<file path="src/rtl/cla_pkg.sv">
// Shared constants and types for the 28-bit pipelined carry-lookahead adder.
package cla_pkg;

  localparam int unsigned WIDTH = 28;
  localparam int unsigned GRP   = 4;
  localparam int unsigned NGRP  = 7;

  typedef struct packed {
    logic gp;
    logic gg;
  } grp_pg_t;

endpackage

</file>
<file path="src/rtl/pg_group4.sv">
// Bit and group propagate/generate terms for one 4-bit lookahead slice.
module pg_group4 (
  input  logic [3:0] a,
  input  logic [3:0] b,
  output logic [3:0] p,
  output logic [3:0] g,
  output logic       gp,
  output logic       gg
);

  assign p  = a ^ b;
  assign g  = a & b;
  assign gp = &p;
  assign gg = g[3] | (p[3] & g[2]) | (p[3] & p[2] & g[1]) | (p[3] & p[2] & p[1] & g[0]);

endmodule

</file>
<file path="src/rtl/cla28_pipe_sum.sv">
// Two-stage pipelined carry-lookahead adder with valid/ready handshake on both sides.
module cla28_pipe_sum #(
  parameter int unsigned WIDTH = cla_pkg::WIDTH,
  parameter int unsigned GRP   = cla_pkg::GRP,
  parameter int unsigned NGRP  = cla_pkg::NGRP
) (
  input  logic             clk,
  input  logic             rst_n,
  input  logic [WIDTH-1:0] A,
  input  logic [WIDTH-1:0] B,
  input  logic             cin,
  input  logic             in_valid,
  output logic             in_ready,
  output logic [WIDTH-1:0] S,
  output logic             cout,
  output logic             ovf,
  output logic             out_valid,
  input  logic             out_ready
);
  import cla_pkg::*;

  logic                  load1, load2;
  logic                  v1, v2;
  logic [WIDTH-1:0]      p_w, g_w, p1, g1;
  grp_pg_t [NGRP-1:0]    grp_w, grp1;
  logic                  cin1;

  logic [NGRP:0]         cg;
  logic [WIDTH-1:0]      c;
  logic                  term, acc;
  logic                  unused_gtop;

  assign load2     = !v2 || out_ready;
  assign load1     = !v1 || load2;
  assign in_ready  = load1;
  assign out_valid = v2;

  for (genvar i = 0; i < NGRP; i++) begin : gen_pg
    logic gp_i, gg_i;
    pg_group4 u_pg (
      .a  (A[i*GRP +: GRP]),
      .b  (B[i*GRP +: GRP]),
      .p  (p_w[i*GRP +: GRP]),
      .g  (g_w[i*GRP +: GRP]),
      .gp (gp_i),
      .gg (gg_i)
    );
    assign grp_w[i] = '{gp: gp_i, gg: gg_i};
  end

  always_ff @(posedge clk or negedge rst_n) begin
    if (!rst_n) begin
      v1   <= 1'b0;
      p1   <= '0;
      g1   <= '0;
      grp1 <= '0;
      cin1 <= 1'b0;
    end else if (load1) begin
      v1 <= in_valid;
      if (in_valid) begin
        p1   <= p_w;
        g1   <= g_w;
        grp1 <= grp_w;
        cin1 <= cin;
      end
    end
  end

  // Each group carry is a flat sum-of-products over all lower groups, so no
  // carry ripples from one group to the next.
  always_comb begin
    cg    = '0;
    term  = 1'b0;
    acc   = 1'b0;
    cg[0] = cin1;
    for (int unsigned k = 0; k < NGRP; k++) begin
      term = cin1;
      for (int unsigned j = 0; j <= k; j++) term = term & grp1[j].gp;
      acc = term;
      for (int unsigned j = 0; j <= k; j++) begin
        term = grp1[j].gg;
        for (int unsigned m = j + 1; m <= k; m++) term = term & grp1[m].gp;
        acc = acc | term;
      end
      cg[k+1] = acc;
    end
  end

  always_comb begin
    c = '0;
    for (int unsigned k = 0; k < NGRP; k++) begin
      c[k*GRP] = cg[k];
      for (int unsigned j = 0; j + 1 < GRP; j++) begin
        c[k*GRP+j+1] = g1[k*GRP+j] | (p1[k*GRP+j] & c[k*GRP+j]);
      end
    end
  end

  // Top generate bit of each group is already folded into its group generate.
  always_comb begin
    unused_gtop = 1'b0;
    for (int unsigned k = 0; k < NGRP; k++) unused_gtop = unused_gtop ^ g1[k*GRP+GRP-1];
  end

  always_ff @(posedge clk or negedge rst_n) begin
    if (!rst_n) begin
      v2   <= 1'b0;
      S    <= '0;
      cout <= 1'b0;
      ovf  <= 1'b0;
    end else if (load2) begin
      v2 <= v1;
      if (v1) begin
        S    <= p1 ^ c;
        cout <= cg[NGRP];
        ovf  <= c[WIDTH-1] ^ cg[NGRP];
      end
    end
  end

endmodule

</file>
<file path="config.mk">
export PLATFORM = sky130hd
export DESIGN_NAME = cla28_pipe_sum
export DESIGN_NICKNAME = d
export VERILOG_FILES = /design/src/rtl/cla_pkg.sv /design/src/rtl/pg_group4.sv /design/src/rtl/cla28_pipe_sum.sv
export SDC_FILE = /design/constraint.sdc
export NUM_CORES = 1
export LEC_CHECK = 0
export BUFFER_PORTS_ARGS = -buffer_cell sky130_fd_sc_hd__buf_2
export CAP_MARGIN = 20
export CORE_UTILIZATION = 40
export CTS_BUF_LIST = sky130_fd_sc_hd__clkbuf_4
export CTS_CLUSTER_SIZE = 25
export DETAILED_ROUTE_END_ITERATION = 10
export PLACE_DENSITY_LB_ADDON = 0.2
export SYNTH_ARGS = -nofsm -noshare
export SYNTH_HDL_FRONTEND = slang
export SYNTH_HIERARCHICAL = 1
export SYNTH_SLANG_ARGS = --single-unit
</file>
<file path="constraint.sdc">
create_clock -name clk -period 7.1 [get_ports clk]
set_input_delay 1.775 -clock clk [delete_from_list [all_inputs] [get_ports clk]]
set_output_delay 1.775 -clock clk [all_outputs]
set_load 0.005 [all_outputs]
</file>
# Yosys cells after proc, flatten, opt, wreduce, memory -nomap -nowiden
# Cells that the tools add are included.
# op_classes
reduce_logical	13
n_bitwise	170
# op_table
operator	n
bitwise AND 1 bit	84
OR 1 bit	70
bitwise AND 4 bit	7
AND reduction 4 bit	7
bitwise XOR 28 bit	1
bitwise XOR 4 bit	7
AND reduction 2 bit	2
zero test 1 bit	2
logical OR 1 bit	2
bitwise XOR 1 bit	1
# word_totals
out_inout_bits	32
inputBits	61
register_bits	102

# Logic depth before layout (Yosys ltp)
# logic_depth
word_depth	19
depth_mapped	14

# By module
# The synthesis kept the hierarchy.
# by_module_without_submodules
module	instances	area_per_inst_um2	cells_per_inst
cla28_pipe_sum	1	4086.4	282
pg_group4	7	77.6	9

# Least setup slack after synthesis
# No wires, ideal clock.
# synth_path
path_type	input port to output port
startpoint	in out_ready
endpoint	out in_ready
required_time_ns	5.325
slack_ns	3.371
t_arrival_ns	1.954
path_buffers	0
cell_stages	1
path_cell_list	nand3b_1
# synth_via
elab_chain_len	2
# synth_rtl
element	line	text
start: declaration	cla28_pipe_sum.sv:18	input logic out_ready
logical OR 1 bit	cla28_pipe_sum.sv:33	assign load2 = !v2 || out_ready;
logical OR 1 bit	cla28_pipe_sum.sv:34	assign load1 = !v1 || load2;
end: declaration	cla28_pipe_sum.sv:13	output logic in_ready,
# Every way passes these cells.

# Worst setup path after layout
# Same ends and word-level chain as after synthesis.

==> results_dict.tcl <==
set metrics [dict create \
    slowest_delay_ps 200 \
    antenna_cells 0 \
    dieArea_um2 12000 \
    cts_setup_buffers 0 \
    syn_area_um2 4630 \
    drive_gt1_share_pct 31.5 \
    ant_nets 0 \
    via_per_inst 5.01 \
    wl_um 8620 \
    crit_type "input pin to output pin" \
    fmax_ghz 0.249 \
    track_usage_pct 16.1 \
    crit_chain "buf_2, nand3b_1, buf_2" \
    cts_hold_buf 0 \
    synth_cells 345 \
    numCtsBuffers 9 \
    status "finished, final reports clean" \
    crit_family "buffers and inverters" \
    clock_path_buffers 2 \
    grt_max_degree 65 \
    fin_crit_ps 4010 \
    cts-root-buf "clkbuf_4" \
    cp_num_cells 3 \
    peakVddDrop_v 0.000102 \
    num_vias 2928 \
    grt_pass1_wl_um 14700 \
    die_h_um 110 \
    antenna_found_initial 0 \
    fin_crit_sh_pct 56.5 \
    io_buffer_count 92 \
    syn_nets 455 \
    drc 0 \
    power_leakage_nw 2.71 \
    areaGrowthSynthToFinish_pct 17.0 \
    critPathCaptureType "output pin" \
    fill_cells 1006 \
    p_per_area_nw_per_um2 278 \
    worstHoldStart "S[23]$_DFFE_PN0P_" \
    crit_top_cell "buf_2" \
    worst_skew_pair.late_latency_ps 420 \
    drt_iter0_markers 29 \
    fin_skew_ps 11.7 \
    final-setup-viol-count 0 \
    drtPass1Iterations 4 \
    start_kind "input pin" \
    rr_worst_depth 14 \
    crit_buf_inv 2 \
    critical_path_arrival_ps 2230 \
    fin_tns_setup_ps 0 \
    cts_tree "built" \
    instances_no_fill 585 \
    htree_levels 3 \
    nNetsFinal 550 \
    post_cts_resized 0 \
    initial_core_util_pct 41.8 \
    hpwlAfterDp_um 6190 \
    synth.avg_cell_area_um2 13.4 \
    slew-limit-headroom_pct 37.0 \
    ys_seq_elements 96 \
    ys_warn_count 6 \
    hold_depth 2 \
    gp_congestion 0.734 \
    ys_types 23 \
    ys_seq_area_share_pct 51.9 \
    slowest_stage "nand3b_1" \
    hold_viol 0 \
    worstMarginPinSlew_ps 941 \
    r2r-end "ovf$_DFFE_PN0P_" \
    clk_pin_slew_ps 140 \
    r2r_start "cin1$_DFFE_PN0P_" \
    drv_cap 0 \
    place_inst 569 \
    std_cell_rows 38 \
    slew_viol_final 0 \
    reg2reg_slack_ps 3530 \
    min_to "S[23]$_DFFE_PN0P_" \
    grt_overflow 0 \
    path_max_fanout 3 \
    grt_pass1_vias 2998 \
    core_area_um2 11100 \
    wire_per_inst_um 14.7 \
    rsz0062_at_grt "no" \
    cts.sinks 96 \
    die_w_um 110 \
    cp.required_ps 5330 \
    pin_count 93 \
    hp-class "register to register" \
]
-- metrics by stage --
stage	setup slack (ps)	hold slack (ps)	util (%)	cell area (µm²)	power (mW)
2_1_floorplan	3370	456	-	4630	0.991
3_3_place_gp	3120	466	47.3	5240	1.17
3_5_place_dp	3090	475	47.3	5240	1.18
4_1_cts	3080	507	48.9	5420	1.54
5_1_grt	3040	525	48.9	5420	1.63
6_report	3090	501	48.9	5420	1.51
-- state kept, by name, indices dropped and copies added (netlist names) --
register	flops
S	28
p1	28
g1	21
grp1	13
cin1	1
cout	1
out_valid	1
ovf	1
term	1
v1	1
-- area by class of cell --
cell class / count / area [µm²] / share of cell area (%)
multi-input combinational: 239 / 2180 / 40.3
timing repair buffer: 94 / 478 / 8.82
tap: 140 / 175 / 3.23
clock inverter: 7 / 110 / 2.03
sequential: 96 / 2400 / 44.4
clock buffer: 9 / 67.6 / 1.25
-- logic make-up (layout without fill, tap and decap cells) --
family	after synthesis	count (layout)	share of synthesized area, %
buffers and inverters	10	110	1.05
adder cells (fa/ha/maj)	49	49	13.2
multiplexers	85	85	20.7
AO/OA/AOI/OAI	45	45	5.62
flip-flops	96	96	51.9
XOR/XNOR	7	7	1.32
AND/OR/NAND/NOR	53	53	6.19
-- layout by cell type (no fill, tap or decap), types with 14 or more instances in the layout --
master and n:
dfrtp_1 96, buf_2 91, mux2_1 71, ha_1 49, a21oi_1 17, or2_2 14
nand2_1 14, o21ai_1 14, mux2_2 14
-- synth_stat cells --
cell type	instances	area share, %
dfrtp_1	96	52
mux2_1	71	17
ha_1	49	13
a21oi_1	17	1.8
nand2_1	16	1.3
mux2_2	14	3.4
o21ai_1	14	1.5
or2_2	14	1.9
buf_2	9	0.97
nor2_1	9	0.73
a21o_1	7	1.1
and4_1	7	1.3
xor2_1	7	1.3
nand2b_1	3	0.41
nand3b_1	2	0.32
nor3_1	2	0.22
o21ai_0	2	0.22
a211o_1	1	0.19
a31o_1	1	0.19
a32o_1	1	0.22
clkbuf_1	1	0.081
o211ai_1	1	0.16
o31ai_1	1	0.16
-- report_power, final --
| group | internal (mW) | switching [mW] | total, mW |
|---|---|---|---|
| Combinational | 0.218 | 0.177 | 0.395 |
| Clock | 0.176 | 0.177 | 0.353 |
| Sequential | 0.684 | 0.0742 | 0.758 |
| Total | 1.08 | 0.428 | 1.51 |
-- layer usage --
metal	vias to the layer above	share of wire [%]	global-route usage, %
met5	-	0	0
met4	0	0.81	5.14
met3	7	3.8	3.26
met2	55	46	24.2
li1	1441	-	-
met1	1425	49	23.1
-- how the worst max path moves through the flow --
stage,from,endpoint,slack [ps]
CTS,out_ready,in_ready,3080
floorplan,out_ready,in_ready,3370
finish,out_ready,in_ready,3090
detailed placement,out_ready,in_ready,3090
global route,out_ready,in_ready,3040
global placement,out_ready,in_ready,3120
-- tightest hold or removal path: stages (launching register included) --
cell	delay, ps
dfrtp_1	370
nand2_1	50
o21ai_1	60
Power figures use the tool's default switching activity.
